`src/rtl/pc_fetch_ctrl.sv`:
```
// Program-counter register and fetch sequencer for the single-cycle RV32 core.
// Selects the next PC from the adder sums, traps misaligned targets and counts accepted fetches.
module pc_fetch_ctrl #(
  parameter int unsigned       WIDTH        = 32,
  parameter logic [WIDTH-1:0]  RESET_VECTOR = '0,
  parameter logic [WIDTH-1:0]  TRAP_VECTOR  = WIDTH'(32'h0000_0100)
) (
  input  logic             clk,
  input  logic             reset,
  input  logic             stall,
  input  logic [WIDTH-1:0] pc_plus4,
  input  logic [WIDTH-1:0] pc_target,
  input  logic             pc_src,
  input  logic             imem_ready,
  output logic             imem_req,
  output logic [WIDTH-1:0] imem_addr,
  output logic [WIDTH-1:0] pc,
  output logic             instr_valid,
  output logic             misalign,
  output logic [WIDTH-1:0] fetch_count
);

  typedef enum logic [1:0] {
    ST_BOOT  = 2'd0,
    ST_FETCH = 2'd1,
    ST_TRAP  = 2'd2
  } state_e;

  state_e           state_q, state_d;
  logic [WIDTH-1:0] pc_q, pc_d;
  logic [WIDTH-1:0] cnt_q, cnt_d;
  logic             mis_q, mis_d;
  logic             req_q, req_d;
  logic             accept_s;
  logic [WIDTH-1:0] next_pc_s;

  function automatic logic is_misaligned(input logic [WIDTH-1:0] addr);
    return (addr[1:0] != 2'b00);
  endfunction

  assign next_pc_s = pc_src ? pc_target : pc_plus4;

  // Next-state, next-PC, sticky flag and counter decode
  always_comb begin
    state_d  = state_q;
    pc_d     = pc_q;
    cnt_d    = cnt_q;
    mis_d    = mis_q;
    accept_s = 1'b0;
    case (state_q)
      ST_BOOT: begin
        state_d = ST_FETCH;
      end
      ST_FETCH: begin
        if (imem_ready && !stall) begin
          accept_s = 1'b1;
          cnt_d    = cnt_q + WIDTH'(1);
          if (is_misaligned(next_pc_s)) begin
            pc_d    = TRAP_VECTOR;
            mis_d   = 1'b1;
            state_d = ST_TRAP;
          end else begin
            pc_d    = next_pc_s;
            state_d = ST_FETCH;
          end
        end else begin
          state_d = ST_FETCH;
        end
      end
      ST_TRAP: begin
        state_d = ST_FETCH;
      end
      default: begin
        state_d = ST_BOOT;
      end
    endcase
    // Request is a registered decode of the state we are about to enter
    req_d = (state_d == ST_FETCH);
  end

  // State and datapath registers with asynchronous reset
  always_ff @(posedge clk or posedge reset) begin
    if (reset) begin
      state_q <= ST_BOOT;
      pc_q    <= RESET_VECTOR;
      cnt_q   <= '0;
      mis_q   <= 1'b0;
      req_q   <= 1'b0;
    end else begin
      state_q <= state_d;
      pc_q    <= pc_d;
      cnt_q   <= cnt_d;
      mis_q   <= mis_d;
      req_q   <= req_d;
    end
  end

  assign imem_req    = req_q;
  assign imem_addr   = pc_q;
  assign pc          = pc_q;
  assign instr_valid = accept_s;
  assign misalign    = mis_q;
  assign fetch_count = cnt_q;

endmodule

```
`config.mk`:
```
export PLATFORM = sky130hd
export DESIGN_NAME = pc_fetch_ctrl
export DESIGN_NICKNAME = d
export VERILOG_FILES = /design/src/rtl/pc_fetch_ctrl.sv
export SDC_FILE = /design/constraint.sdc
export NUM_CORES = 1
export LEC_CHECK = 0
export BUFFER_PORTS_ARGS = -buffer_cell sky130_fd_sc_hd__buf_2
export CAP_MARGIN = 30
export CORE_MARGIN = 2
export CORE_UTILIZATION = 51
export CTS_BUF_LIST = sky130_fd_sc_hd__clkbuf_8
export CTS_CLUSTER_DIAMETER = 120
export CTS_CLUSTER_SIZE = 40
export DETAILED_ROUTE_END_ITERATION = 8
export PLACE_DENSITY = 0.9
export SLEW_MARGIN = 20
export SYNTH_ARGS = -nofsm -noshare
export SYNTH_HDL_FRONTEND = slang
export SYNTH_SLANG_ARGS = --single-unit
```
`constraint.sdc`:
```
create_clock -name clk -period 5 [get_ports clk]
set_input_delay 0.5 -clock clk [delete_from_list [all_inputs] [get_ports clk]]
set_output_delay 0.5 -clock clk [all_outputs]
set_load 0.02 [all_outputs]
```
==> key figures <==
Power
  • Power Total: 1.45 mW
  • LEAKAGE: 2.33 nW
  • Register share of total power: 45.3%
  • Power share of the combinational group: 23.2%
  • P_int: 976 µW
  • Worst VDD drop: between 0.00015 and 0.0002 V
  • Clock Power Share: between 30% and 40%
  • Pwr/cell area: 338 nW/µm²
  • Switching share of power: between 30 and 40%
  • Net Switching: 472 µW

Die
  • Core box area: between 6000 and 7000 µm²
  • Die area: 7320 µm²
  • Row cnt: 29
  • DIE WIDTH: between 80 and 90 µm
  • Ports: 168
  • Starting Density: 53.1%
  • Die Span Y: 85.6 µm

Worst setup path
  • CP delay by family, top: simple AND/OR/NAND/NOR gates
  • CP Class: flop to flop
  • Worst path bufs/invs: 1
  • Worst Setup End Kind: flop
  • Slowest cell delay on critical path: 530 ps
  • CP Max Fanout: 50
  • Crit-path cells: nand4bb_4 > buf_12 > nor4_4 > nand3_2 > or3b_2 > xnor2_1
  • Setup crit start kind: flop
  • Critical path data arrival time: between 2000 and 3000 ps
  • Slowest CP cell: or3b_2
  • Worst endpoint required time: 5220 ps

CTS
  • CTS tree: built
  • Clock insertion delay at the later pin of the skew report: around 340 ps
  • Root Buffer: clkbuf_8
  • Clock tree buffer depth: 2
  • Resize count post-CTS: 0
  • Htree depth: 3
  • Total setup buffers inserted after CTS: 0
  • CTS Buf Count: 9
  • Reg clk slew, reported paths: 70 ps
  • Hold-fix buffers at CTS: 0
  • Sink Count: 68

Route
  • Top sig layer: met4
  • Met1 WL: 3.39 mm
  • Drt total wl: between 8 and 9 mm
  • Wire length per cell: 14.9 µm
  • Drt via density: 5.35
  • DRC Markers: 0
  • DRT Pass-1 Iters: 4
  • DR WL met2: 4.32 mm
  • Met3 WL: 519 µm
  • Initial DRC Count: 153
  • Post-DRT Antenna Nets: 0
  • Routed via count: 2986

Cells and area
  • Fillcell total: 499
  • Nets: between 500 and 600
  • P&R area growth vs syn: 26.4%
  • Share of cells above drive strength 1: around two fifths
  • Antenna diode count: 0

STA
  • Final hold vios: 0
  • Worst setup margin: 2540 ps
  • Crit path time final: 2460 ps
  • Fin crit share: 49.2%
  • Worst-Margin Slew: just over 800 ps
  • Count of pins over their slew limit: 0
  • Setup TNS: 0 ps
  • Max-Slew Margin vs Limit: between 40% and 50%
  • RSZ-0062 raised after global routing: no
  • Final setup fails: 0
  • Achievable Freq: approximately 410 MHz
  • Clk_skew: 7.13 ps

Logic synthesis
  • Post-Synth Adder-Cell Area: 0.369%
  • Largest area contributor in the netlist: dfrtp_1
  • Syn Inst Count: 340
  • Synth Area in Compound Gates: a little over 10%
  • Main combinational cell family by area after synthesis: simple AND/OR/NAND/NOR gates
  • Syn Nets: slightly above 400
  • Post-Synth Simple-Gate Area: 20.3%
  • Ys async rst share: 100%
  • Top-area cell type share of the netlist area: 50.1%
  • EDFF count, synth: 0
  • Synth Area per Inst: 9.98 µm²
  • #FFs+latches synth: 68
  • Predominant post-synthesis flop cell: dfrtp_1
  • Mapped cell area: 3390 µm²
  • Post-synthesis sequential area ratio: 50.1%
  • Largest cells by area after synthesis: dfrtp_1 50%, buf_4 7.1%, o31ai_1 5.1%, nand2_1 5.0%, xnor2_1 4.4%
  • Post-synthesis mux area share: under 10%
  • Yosys cell types: 30
  • Synth Area in XOR/XNOR: 8.00%
  • Syn. warnings: 0

GRT
  • Grt ovf: 0
  • First-pass GRT wire length: 13.4 mm
  • Total Routing Usage GR: between 20% and 30%
  • Pin count of the biggest net entering global routing: ~70
  • Vias in the first global route: 2894
  • Antenna violations before repair: 0

Placement
  • Place WS: 1810 ps
  • Hpwl dp: roughly 6.0 mm
  • GPL Wtd Cong: 0.831
  • PortBufs: 167

Min path
  • Hold crit path type: input pin to async pin

Job
  • Total of max-cap violations: 0

Run status
  • Status: finished, final reports clean
## final timing paths
| kind | start | end | slack [ps] | depth (start not counted) |
|---|---|---|---|---|
| max | state_q[1] | fetch_count[27] | 2540 | 6 |
| max reg2reg | state_q[1] | fetch_count[27] | 2540 | 6 |
| min in group clk | pc_target[25] | imem_addr[25] | 460 | 3 |
| max in group asynchronous | reset | imem_addr[5] | 4050 | 3 |
| min reg2reg | misalign | misalign | 480 | 1 |
| min | reset | imem_addr[12] | 410 | 3 |
## layout make-up
type,instances,area [µm²],area share [%]
inverter,5,18.8,0.438
tap,77,96.3,2.25
sequential,68,1700,39.7
timing repair buffer,171,878,20.5
clock buffer,11,151,3.53
multi-input combinational,221,1390,32.4
clock inverter,5,51.3,1.20
## Yosys cell counts, types with 2 or more instances
library cell and n:
a21oi_1 25, and2_1 2, and3_1 4, buf_4 32, clkbuf_1 14, dfrtp_1 68, inv_1 5, mux2i_1 6
nand2_1 45, nand3_1 12, nand4_1 8, nor2_1 10, nor2b_1 23, nor3_1 8, nor4_1 2, nor4_4 2
o21ai_0 10, o31ai_1 23, xnor2_1 17, xor2_1 14
## tightest hold or removal path, stage by stage
cell	delay [ps]
buf_2	110
inv_2	30
buf_4	640
## registers in the layout (all words and copies together), names as in the netlist
| register | cells |
|---|---|
| fetch_count | 32 |
| imem_addr | 32 |
| imem_req | 1 |
| misalign | 1 |
| state_q | 2 |
## cells in the final DEF (no fill, tap or decap), drive strengths merged, types with 2 or more instances in the layout
cell,instances
xnor2,17
nor4,4
nand3,13
inv,6
o31ai,23
xor2,14
clkbuf,11
nand2,45
dfrtp,68
nor2b,23
clkinv,2
and2,2
mux2i,6
nand4,8
and3,4
buf,171
a21oi,25
o21ai,10
nor2,10
nor3,8
## power groups by stage
stage / Combinational (mW) / Clock, mW / Sequential, mW
after floorplan: 0.182 / 0 / 0.721
after global placement: 0.330 / 0 / 0.664
after detailed placement: 0.338 / 0 / 0.666
after CTS: 0.337 / 0.465 / 0.656
after global routing: 0.361 / 0.493 / 0.665
final: 0.336 / 0.456 / 0.657
## cell families (layout without fill, tap and decap cells)
| group | count (synthesis) | in the layout |
|---|---|---|
| buffers and inverters | 51 | 192 |
| flip-flops | 68 | 68 |
| multiplexers | 6 | 6 |
| XOR/XNOR | 31 | 31 |
| AND/OR/NAND/NOR | 125 | 125 |
| adder cells (fa/ha/maj) | 1 | 1 |
| AO/OA/AOI/OAI | 58 | 58 |
## layer usage
| layer | vias to the layer above | GRT usage [%] |
|---|---|---|
| met3 | 7 | 5.00 |
| li1 | 1403 | - |
| met1 | 1446 | 29.0 |
| met2 | 130 | 39.0 |
| met4 | 0 | 9.38 |
| met5 | - | 0 |
## through the flow
stage | cells | area, µm² | util (%) | hold WS, ps
floorplan | 340 | 3390 | - | 458
global placement | 541 | 4070 | 63.7 | 460
detailed placement | 541 | 4070 | 63.7 | 456
CTS | 557 | 4270 | 66.8 | 434
global route | 558 | 4290 | 67.1 | 444
finish | 558 | 4290 | 67.1 | 407
Note: power is estimated with default switching activity, not from simulation.
